<file path="src/rtl/uart_rx_fifo.sv">
// First-word-fall-through byte queue between the UART receiver and the debug engine,
// with a saturating counter of receiver overflow pulses.
module uart_rx_fifo #(
  parameter int DEPTH = 16,
  localparam int AW = $clog2(DEPTH)
) (
  input  logic          clk,
  input  logic          resetn,
  input  logic [7:0]    in_data,
  input  logic          in_valid,
  output logic          in_ready,
  input  logic          in_overflow,
  output logic [7:0]    out_data,
  output logic          out_valid,
  input  logic          out_ready,
  output logic [AW:0]   level,
  output logic [7:0]    ovf_count,
  input  logic          ovf_clear
);

  localparam logic [AW:0] PTR_ONE = {{AW{1'b0}}, 1'b1};

  function automatic logic [7:0] sat_inc(input logic [7:0] cnt);
    return (cnt == 8'hFF) ? cnt : cnt + 8'd1;
  endfunction

  logic [7:0]  mem [DEPTH];
  logic [AW:0] wp;
  logic [AW:0] rp;
  logic        empty;
  logic        full;
  logic        push;
  logic        pop;

  // Status is derived only from registered pointers, so in_ready never sees out_ready.
  assign empty     = (wp == rp);
  assign full      = (wp[AW-1:0] == rp[AW-1:0]) && (wp[AW] != rp[AW]);
  assign in_ready  = resetn && !full;
  assign out_valid = !empty;
  assign out_data  = mem[rp[AW-1:0]];
  assign level     = wp - rp;

  assign push = in_valid && in_ready;
  assign pop  = out_valid && out_ready;

  always_ff @(posedge clk) begin
    if (push) begin
      mem[wp[AW-1:0]] <= in_data;
    end
  end

  always_ff @(posedge clk) begin
    if (!resetn) begin
      wp <= '0;
      rp <= '0;
    end else begin
      if (push) wp <= wp + PTR_ONE;
      if (pop)  rp <= rp + PTR_ONE;
    end
  end

  // A clear wins over a coincident overflow pulse; that pulse is dropped.
  always_ff @(posedge clk) begin
    if (!resetn) begin
      ovf_count <= '0;
    end else if (ovf_clear) begin
      ovf_count <= '0;
    end else if (in_overflow) begin
      ovf_count <= sat_inc(ovf_count);
    end
  end

endmodule
</file>
<file path="config.mk">
export PLATFORM = sky130hd
export DESIGN_NAME = uart_rx_fifo
export DESIGN_NICKNAME = d
export VERILOG_FILES = /design/src/rtl/uart_rx_fifo.sv
export SDC_FILE = /design/constraint.sdc
export NUM_CORES = 1
export LEC_CHECK = 0
export ABC_AREA = 1
export CORE_UTILIZATION = 35
export CTS_BUF_LIST = sky130_fd_sc_hd__clkbuf_4 sky130_fd_sc_hd__clkbuf_8 sky130_fd_sc_hd__clkbuf_16
export DETAILED_ROUTE_END_ITERATION = 16
export PLACE_DENSITY = 0.62
export SLEW_MARGIN = 20
export SYNTH_ARGS = -nofsm -noshare
export SYNTH_HDL_FRONTEND = slang
export SYNTH_SLANG_ARGS = --single-unit
</file>
<file path="constraint.sdc">
create_clock -name clk -period 8.1 [get_ports clk]
set_clock_uncertainty 0.2 [all_clocks]
set_input_delay 1.62 -clock clk [delete_from_list [all_inputs] [get_ports clk]]
set_output_delay 1.62 -clock clk [all_outputs]
set_load 0.05 [all_outputs]
</file>
==> results of run 1 <==
state kept, by name, summed over array words and instances, names as in the netlist, named ones only:
register	flops
rp	5
ovf_count	8
wp	5
mem	128
per-layer routing:
metal	routed length (µm)	share of wire	track usage
met3	746	0.050	0.0348
met1	6980	0.47	0.217
met2	6950	0.46	0.248
met5	0	0	0
met4	298	0.020	0.0702
cell usage in the layout, fill, tap and decap left out:
master           Yosys  routed
nand2_1            210     210
edfxtp_1           128     128
inv_1              127     127
nand3_1            114     114
clkdlybuf4s50_1      0      36
dfxtp_1             22      21
nor2_1              18      18
clkbuf_16            0      17
a21oi_1             16      16
buf_4                0      15
nor3_1              16      12
ha_1                10      10
nand4_1              6       6
xor2_1               4       4
nor3_2               0       4
nand2_2              3       3
o21ai_0              3       3
clkinvlp_4           0       3
inv_6                0       3
inv_2                3       2
nor2_4               2       2
clkinv_2             0       2
clkinv_4             0       2
bufinv_16            0       2
inv_4                0       1
nand2_4              1       1
nand3_4              1       1
nor2_2               1       1
nand3_2              1       1
nand3b_1             1       1
or2_0                1       1
fa_1                 1       1
dfxtp_2              0       1
inv_8                0       1
clkinv_1             0       1
clkbuf_4             0       1
metrics by stage:
stage,utilization,setup WS [ps]
global route,0.429,2670
global placement,0.398,2780
CTS,0.429,2770
floorplan,-,3690
detailed placement,0.398,2780
finish,0.429,2770
worst register-to-register path: cells and delay by family (launching register included):
| family | cells | cell delay [ps] |
|---|---|---|
| adders and majority gates | 1 | 350 |
| and+or+nand+nor | 5 | 1290 |
| buffers and inverters | 1 | 80 |
| DFF | 1 | 450 |
power by group through the flow:
| stage | combinational (W) | sequential [W] | clock [W] |
|---|---|---|---|
| global route | 0.000440 | 0.000855 | 0.000825 |
| detailed placement | 0.000405 | 0.000871 | 0 |
| floorplan | 0.000283 | 0.000870 | 0 |
| CTS | 0.000407 | 0.000854 | 0.000793 |
| global placement | 0.000404 | 0.000871 | 0 |
| finish | 0.000404 | 0.000855 | 0.000780 |
cells by family (layout without fill, tap and decap cells):
family	Yosys count	in the layout	share of synthesized area
and+or+nand+nor	375	375	0.241
buffers and inverters	157	213	0.0909
DFF	150	150	0.628
AOI/OAI and AO/OA	19	19	0.0139
adders and majority gates	11	11	0.0213
xor gates and xnor gates	4	4	0.00513
area by class of cell:
class / instances / area [µm²] / area share
Tap cell: 260 / 325 / 0.0402
Clock buffer: 18 / 433 / 0.0535
Clock inverter: 14 / 151 / 0.0187
Sequential cell: 150 / 4290 / 0.529
Timing Repair Buffer: 51 / 473 / 0.0584
Multi-Input combinational cell: 409 / 1940 / 0.239
Inverter: 130 / 490 / 0.0606
path summary, 6_finish.rpt:
kind / start / to / cells after the start
setup / recovery: resetn / in_ready / 4
hold reg to reg: ovf_count[7] / ovf_count[7] / 2
hold / removal: ovf_count[7] / ovf_count[7] / 2
setup reg to reg: rp[2] / mem[9][7] / 7
cells in the mapped netlist, drive strengths merged:
| cell type | instances |
|---|---|
| a21oi | 16 |
| buf | 17 |
| clkbuf | 10 |
| dfxtp | 22 |
| edfxtp | 128 |
| fa | 1 |
| ha | 10 |
| inv | 130 |
| nand2 | 214 |
| nand3 | 116 |
| nand3b | 1 |
| nand4 | 6 |
| nor2 | 21 |
| nor3 | 16 |
| o21ai | 3 |
| or2 | 1 |
| xor2 | 4 |
==> impl_metrics.csv, run 1 <==
group,metric,value,unit
clock_network,clkLatencyLatePin,420,ps
worst_setup_path,startpoint_type,"input pin",
clock_network,ctsLongestPathBuffers,2,
clock_network,post_cts_repair_setup_buffers,0,
grt,grt_antenna_before_repair,0,
die,core_area,18900,µm²
worst_setup_path,worst-r2r-setup-slack,5350,ps
sta,hold-worst-slack,287,ps
yosys,yosysUniqueCellTypes,26,
sta,hold_violations,0,
min_path,min-delay-path-class,"reg2reg",
cells_and_area,layout.filler_cells,1859,
route,detailedRoute.firstIterationViolations,463,
die,floorplan.die_area,20100,µm²
clock_network,cts.repair.resized,0,
clock_network,cts_tree,"done",
worst_setup_path,crit_type,"in2out",
job,timing.max_cap.violations,0,
route,total_drc_errors_in_the_routed_layout,0,
route,via_count,4706,
placement,dp.cells,1000,
sta,unrepaired_setup_endpoints_after_global_routing,"no",
power_and_ir_drop,total_switching_power,0.000609,W
placement,gp_routability_congestion,0.789,
yosys,ys_seq_area_frac,0.628,
worst_setup_path,critical-path-top-delay-family,"buffers and inverters",
worst_setup_path,timing.critical_path.cells,"clkdlybuf4s50_1 > inv_2 > a21oi_1 > clkdlybuf4s50_1",
clock_network,hold_buffers,0,
power_and_ir_drop,worst_ir_drop_vdd,165,µV
grt,via_count_of_the_first_global_routing_pass,4435,
power_and_ir_drop,internal-power,0.00143,W
route,routedWlPerCell,14.5,µm
clock_network,cts.root.buffer_cell,"clkbuf_16",
die,row_count,50,
grt,gr-total-overflow,0,
sta,period_minus_slack,5330,ps
sta,slew-limit-headroom,0.354,
outcome,outcome,"finished, final reports clean",
placement,numPortBuffers,36,
yosys,syn-num-nets,741,
yosys,yosys_warnings,0,
worst_setup_path,critical-path-top-cell-by-count,"clkdlybuf4s50_1",
grt,grt_max_degree,66,
placement,hpwlAfterDp,9010,µm
die,ioPinCount,37,
power_and_ir_drop,pwr-share-comb,0.198,
cells_and_area,antenna_cells,0,
cells_and_area,finalNetCount,784,
sta,fmaxAchievable,0.188,GHz
cells_and_area,final_cell_area,8100,µm²
cells_and_area,area_delta_synth_final,18.7,%
sta,setup_viol,0,
grt,first_pass_grt_wire_length,23700,µm
worst_setup_path,cp-end-kind,"output port",
worst_setup_path,worstPathMaxFanout,10,
power_and_ir_drop,p_per_area,252,nW/µm²
power_and_ir_drop,design_power_total,0.00204,W
yosys,ys_seq_elements,150,
yosys,syn_area,6820,µm²
worst_setup_path,slowest_stage,"clkdlybuf4s50_1",
cells_and_area,drive_above_1_share,0.0816,
worst_setup_path,crit_required,6280,ps
die,initial_core_util,0.361,
yosys,synth_cells,716,
clock_network,cts_inserted_buffers,17,
sta,tightest_slew,963,ps
clock_network,cts.sinks,150,
yosys,syn_avg_cell_area,9.53,µm²
power_and_ir_drop,share_clk_of_total_power,0.383,
die,die_height,142,µm
yosys,synth_area_leaders,"edfxtp_1, nand2_1, nand3_1, inv_1, dfxtp_1",
power_and_ir_drop,p_seq_frac,0.419,
die,fp.dieW,142,µm
power_and_ir_drop,cellLeakagePower,3.36,nW
yosys,synthDominantCellAreaShare,0.563,
sta,slew_limit_fails,0,
clock_network,clock_tree.htree_level_count,4,
worst_setup_path,timing.critical_path.slowest_cell_delay,830,ps
cells_and_area,post_layout_cell_count,1032,
placement,dpl_cell_area,7510,µm²
route,drt_wl_total,15000,µm
grt,grt.total_usage,0.160,
worst_setup_path,timing.critical_path.arrival,3510,ps
clock_network,clk_pin_slew,60,ps
worst_setup_path,critical_path_buf_inv_count,3,
yosys,synth_area_leader_cell,"edfxtp_1",
power_and_ir_drop,power.switching_fraction,0.299,
sta,timing.final.crit_share,0.658,
route,post_drt_via_cell_ratio,4.56,
route,router_iterations_before_antenna_repair,5,
sta,setup_total_negative_slack,0,ps
route,ant_nets,0,
Note: power is estimated with default switching activity, not from simulation.
==> inputs of run 2 (changes only) <==
--- a/config.mk
+++ b/config.mk
@@ -9,7 +9,7 @@
 export CORE_UTILIZATION = 35
 export CTS_BUF_LIST = sky130_fd_sc_hd__clkbuf_4 sky130_fd_sc_hd__clkbuf_8 sky130_fd_sc_hd__clkbuf_16
 export DETAILED_ROUTE_END_ITERATION = 16
-export PLACE_DENSITY = 0.62
+export PLACE_DENSITY = 0.64
 export SLEW_MARGIN = 20
 export SYNTH_ARGS = -nofsm -noshare
 export SYNTH_HDL_FRONTEND = slang
==> constraint.sdc (replaced) <==
create_clock -name clk -period 4.8 [get_ports clk]
set_clock_uncertainty 0.2 [all_clocks]
set_input_delay 0.96 -clock clk [delete_from_list [all_inputs] [get_ports clk]]
set_output_delay 0.96 -clock clk [all_outputs]
set_load 0.05 [all_outputs]
==> impl_metrics.csv, run 2 (same netlist as run 1, synthesis figures left out) <==
group,metric,value,unit
route,router_iterations_before_antenna_repair,6,
grt,first_pass_grt_wire_length,23500,µm
sta,timing.final.crit_share,0.838,
worst_setup_path,crit_type,"in2out",
clock_network,cts_inserted_buffers,17,
clock_network,cts.root.buffer_cell,"clkbuf_16",
worst_setup_path,crit_required,3640,ps
min_path,min-delay-path-class,"reg2reg",
grt,grt_util_met1,0.205,
route,post_drt_via_cell_ratio,4.60,
job,timing.max_cap.violations,0,
worst_setup_path,reg2reg_from,"rp[2]",
sta,hold_violations,0,
die,initial_core_util,0.361,
route,routedWlPerCell,14.1,µm
worst_setup_path,reg2reg_to,"mem[8][5]",
sta,unrepaired_setup_endpoints_after_global_routing,"no",
die,core_area,18900,µm²
grt,grt_antenna_before_repair,0,
placement,gp_routability_congestion,0.792,
grt,groute.layer.met3.usage,0.0354,
worst_setup_path,timing.reg2reg.worst_path_depth,7,
placement,dpl_cell_area,7530,µm²
grt,grt_max_degree,65,
route,drt_wl_total,14600,µm
placement,dp.cells,1002,
cells_and_area,final_core_utilization,0.427,
clock_network,cts.sinks,150,
sta,setup_viol,0,
clock_network,clk_pin_slew,60,ps
worst_setup_path,worst-r2r-setup-slack,2070,ps
worst_setup_path,slowest_stage,"clkdlybuf4s50_1",
grt,grt.total_usage,0.156,
clock_network,hold_buffers,0,
clock_network,cts.repair.resized,0,
worst_setup_path,timing.critical_path.cells,"clkdlybuf4s50_1 > inv_2 > a21oi_1 > clkdlybuf4s50_1",
cells_and_area,multi_input_area,1940,µm²
cells_and_area,antenna_cells,0,
route,via_count,4747,
min_path,hold-path-endpoint,"ovf_count[7]",
sta,slew-limit-headroom,0.377,
cells_and_area,post_layout_cell_count,1033,
clock_network,clock_tree.htree_level_count,4,
sta,setup_total_negative_slack,0,ps
route,total_drc_errors_in_the_routed_layout,0,
sta,period_minus_slack,4020,ps
cells_and_area,most-common-layout-cells,"nand2_1, edfxtp_1, inv_1, nand3_1, clkdlybuf4s50_1",
grt,use_met2,0.255,
cells_and_area,largest_register_ff_count,128,
cells_and_area,finalNetCount,786,
min_path,min_delay_path_depth,2,
die,fp.dieW,142,µm
worst_setup_path,cp-end-kind,"output port",
min_path,timing.hold.worst.start,"ovf_count[7]",
worst_setup_path,timing.critical_path.slowest_cell_delay,830,ps
power_and_ir_drop,cellLeakagePower,3.35,nW
worst_setup_path,startpoint_type,"input pin",
power_and_ir_drop,p_per_area,417,nW/µm²
power_and_ir_drop,worst_ir_drop_vdd,358,µV
die,die_height,142,µm
sta,slew_limit_fails,0,
placement,hpwlAfterDp,8830,µm
route,detailedRoute.firstIterationViolations,268,
cells_and_area,layout.filler_cells,1828,
grt,via_count_of_the_first_global_routing_pass,4550,
clock_network,ctsLongestPathBuffers,2,
cells_and_area,drive_above_1_share,0.0815,
cells_and_area,area_delta_synth_final,18.3,%
outcome,outcome,"finished, final reports clean",
cells_and_area,final_cell_area,8080,µm²
clock_network,clkLatencyLatePin,420,ps
sta,tightest_slew,929,ps
grt,gr-total-overflow,0,
die,floorplan.die_area,20100,µm²
worst_setup_path,timing.critical_path.arrival,2860,ps
clock_network,post_cts_repair_setup_buffers,0,
cells_and_area,sequential_cell_area,4290,µm²
die,ioPinCount,37,
worst_setup_path,critical-path-top-cell-by-count,"clkdlybuf4s50_1",
die,row_count,50,
worst_setup_path,worstPathMaxFanout,10,
grt,global_route.peak_usage_layer,"met2",
sta,fmaxAchievable,0.249,GHz
route,ant_nets,0,
cells_and_area,mostFrequentLayoutCell,"nand2_1",
power_and_ir_drop,design_power_total,0.00337,W
placement,numPortBuffers,36,
clock_network,cts_tree,"done",
==> run 2: cell types whose count changed in the layout (fill, tap and decap cells not counted) <==
| cell | delta |
|---|---|
| clkbuf_4 | +2 |
| clkinvlp_4 | -1 |
| clkinv_1 | +1 |
| clkinv_2 | -1 |
| inv_8 | -1 |
| bufinv_16 | -1 |
| buf_4 | +2 |
| inv_4 | -1 |
| inv_2 | +1 |
==> run 2: worst max-delay path by stage <==
| stage | cells after the start | to | startpoint |
|---|---|---|---|
| 6_report | 4 | in_ready | resetn |
| 5_1_grt | 9 | out_data[1] | register |
| 4_1_cts | 4 | in_ready | resetn |
| 3_5_place_dp | 4 | in_ready | resetn |
| 3_3_place_gp | 4 | in_ready | resetn |
| 2_1_floorplan | 3 | in_ready | resetn |
==> run 2: layout make-up <==
class,count,share of cell area
inverters,130,0.0604
clock inverters,11,0.0126
flip-flops and latches,150,0.531
repair buffers,53,0.0604
clock buffers,20,0.0555
well taps,260,0.0403
multi-input cells,409,0.240
==> run 2: through the flow <==
stage          setup slack (ps)  hold WS (ps)
4_1_cts                     784           287
6_report                    776           285
3_3_place_gp                808           280
2_1_floorplan              1710           293
3_5_place_dp                798           276
5_1_grt                     651           315
==> run 2: per-layer routing <==
layer / routed length [µm] / vias to the layer above
li1: - / 2401
met1: 6910 / 2215
met2: 6850 / 119
met3: 655 / 12
met4: 169 / 0
met5: 0 / -
==> run 2: worst max-delay path: cells and delay by family <==
kind	cells	cell delay, ps
AO/OA/AOI/OAI	1	200
buffers and inverters	3	1700
==> run 2: report_power, final <==
part           switching (W)  leakage, nW  internal [W]
sequential         0.0000134         1.33       0.00143
clock               0.000516        0.267      0.000728
combinational       0.000472         1.75      0.000208
total                0.00100         3.35       0.00237
==> inputs of run 3 (changes only) <==
--- a/config.mk
+++ b/config.mk
@@ -9,7 +9,7 @@
 export CORE_UTILIZATION = 35
 export CTS_BUF_LIST = sky130_fd_sc_hd__clkbuf_4 sky130_fd_sc_hd__clkbuf_8 sky130_fd_sc_hd__clkbuf_16
 export DETAILED_ROUTE_END_ITERATION = 16
-export PLACE_DENSITY = 0.64
+export PLACE_DENSITY = 0.62
 export SLEW_MARGIN = 20
 export SYNTH_ARGS = -nofsm -noshare
 export SYNTH_HDL_FRONTEND = slang
==> constraint.sdc (replaced) <==
create_clock -name clk -period 4.2 [get_ports clk]
set_clock_uncertainty 0.2 [all_clocks]
set_input_delay 0.84 -clock clk [delete_from_list [all_inputs] [get_ports clk]]
set_output_delay 0.84 -clock clk [all_outputs]
set_load 0.05 [all_outputs]
==> impl_metrics.csv, run 3 (same netlist as run 1, synthesis figures left out) <==
group,metric,value,unit
worst_setup_path,reg2reg_from,"rp[2]",
sta,unrepaired_setup_endpoints_after_global_routing,"no",
sta,slew-limit-headroom,0.506,
grt,grt.total_usage,0.167,
grt,via_count_of_the_first_global_routing_pass,4681,
worst_setup_path,cp-end-kind,"output port",
die,die_height,142,µm
power_and_ir_drop,cellLeakagePower,3.42,nW
cells_and_area,most-common-layout-cells,"nand2_1, edfxtp_1, inv_1, nand3_1, buf_4",
route,detailedRoute.firstIterationViolations,345,
clock_network,cts_inserted_buffers,17,
clock_network,post_cts_repair_setup_buffers,0,
cells_and_area,area_delta_synth_final,19.5,%
cells_and_area,finalNetCount,790,
sta,setup_total_negative_slack,0,ps
power_and_ir_drop,design_power_total,0.00407,W
clock_network,cts.repair.resized,0,
sta,period_minus_slack,3670,ps
clock_network,clkLatencyLatePin,430,ps
worst_setup_path,timing.critical_path.arrival,2630,ps
outcome,outcome,"finished, final reports clean",
clock_network,clk_pin_slew,60,ps
clock_network,clock_tree.htree_level_count,4,
worst_setup_path,crit_required,3160,ps
cells_and_area,drive_above_1_share,0.0940,
grt,grt_max_degree,65,
cells_and_area,final_core_utilization,0.432,
grt,first_pass_grt_wire_length,24800,µm
route,ant_nets,0,
worst_setup_path,startpoint_type,"register",
clock_network,ctsLongestPathBuffers,2,
sta,hold_violations,0,
placement,dp.cells,1006,
clock_network,cts_tree,"done",
worst_setup_path,reg2reg_to,"mem[8][2]",
sta,fmaxAchievable,0.272,GHz
cells_and_area,post_layout_cell_count,1037,
worst_setup_path,worstPathMaxFanout,5,
worst_setup_path,crit_path_end,"level[4]",
sta,tightest_slew,741,ps
placement,hpwlAfterDp,9370,µm
clock_network,cts.root.buffer_cell,"clkbuf_16",
die,initial_core_util,0.361,
route,router_iterations_before_antenna_repair,4,
die,fp.dieW,142,µm
cells_and_area,mostFrequentLayoutCell,"nand2_1",
die,floorplan.die_area,20100,µm²
die,ioPinCount,37,
cells_and_area,layout.filler_cells,1854,
sta,timing.final.crit_share,0.874,
route,total_drc_errors_in_the_routed_layout,0,
power_and_ir_drop,p_per_area,500,nW/µm²
worst_setup_path,timing.reg2reg.worst_path_depth,8,
sta,slew_limit_fails,0,
route,drt_wl_total,15600,µm
cells_and_area,largest_register_ff_count,128,
route,via_count,4810,
placement,gp_routability_congestion,0.792,
worst_setup_path,worst-r2r-setup-slack,1860,ps
job,timing.max_cap.violations,0,
cells_and_area,multi_input_area,1920,µm²
worst_setup_path,critical_path.startpoint,"wp[0]",
clock_network,cts.sinks,150,
cells_and_area,sequential_cell_area,4290,µm²
die,core_area,18900,µm²
grt,grt_antenna_before_repair,0,
grt,gr-total-overflow,0,
cells_and_area,antenna_cells,0,
route,post_drt_via_cell_ratio,4.64,
placement,numPortBuffers,36,
sta,setup_viol,0,
route,routedWlPerCell,15.0,µm
worst_setup_path,crit_type,"reg2out",
die,row_count,50,
power_and_ir_drop,worst_ir_drop_vdd,282,µV
clock_network,hold_buffers,0,
min_path,min-delay-path-class,"reg2reg",
==> run 3: cell type report <==
class / count / share of cell area
sequential: 150 / 0.526
multi-input combinational: 409 / 0.235
timing repair buffer: 57 / 0.0611
inverter: 130 / 0.0598
clock buffer: 18 / 0.0531
tap: 260 / 0.0399
clock inverter: 13 / 0.0252
==> run 3: power by group <==
group          total [W]  switching (W)  internal (W)
clock network    0.00165       0.000597       0.00106
registers        0.00165      0.0000146       0.00164
logic           0.000772       0.000546      0.000226
total            0.00407        0.00116       0.00292
==> run 3: worst min-delay path by stage <==
| stage | startpoint | to | depth (start not counted) |
|---|---|---|---|
| floorplan | rp[4] | rp[4] | 2 |
| global placement | ovf_count[7] | ovf_count[7] | 2 |
| detailed placement | ovf_count[7] | ovf_count[7] | 2 |
| CTS | ovf_count[7] | ovf_count[7] | 2 |
| global route | ovf_count[1] | ovf_count[1] | 2 |
| finish | ovf_count[7] | ovf_count[7] | 2 |
==> run 3: routing by layer <==
| metal | part of all wire | global-route usage | vias up |
|---|---|---|---|
| met5 | 0 | 0 | - |
| met1 | 0.46 | 0.221 | 2247 |
| met4 | 0.026 | 0.0809 | 0 |
| met2 | 0.46 | 0.262 | 121 |
| li1 | - | - | 2413 |
| met3 | 0.052 | 0.0348 | 29 |
==> run 3: through the flow <==
step / cell area [µm²] / hold slack [ps] / setup WS [ps]
after floorplan: 6820 / 293 / 1230
after global placement: 7520 / 277 / 761
after detailed placement: 7520 / 286 / 762
after CTS: 8150 / 296 / 493
after global routing: 8150 / 344 / 375
final: 8150 / 289 / 530
==> run 3: critical path, stage by stage, from the launching register on <==
cell	delay (ps)
dfxtp_1	330
inv_1	140
ha_1	160
inv_1	60
fa_1	390
nand3_1	100
nand2_1	70
xor2_1	130
clkdlybuf4s50_1	810
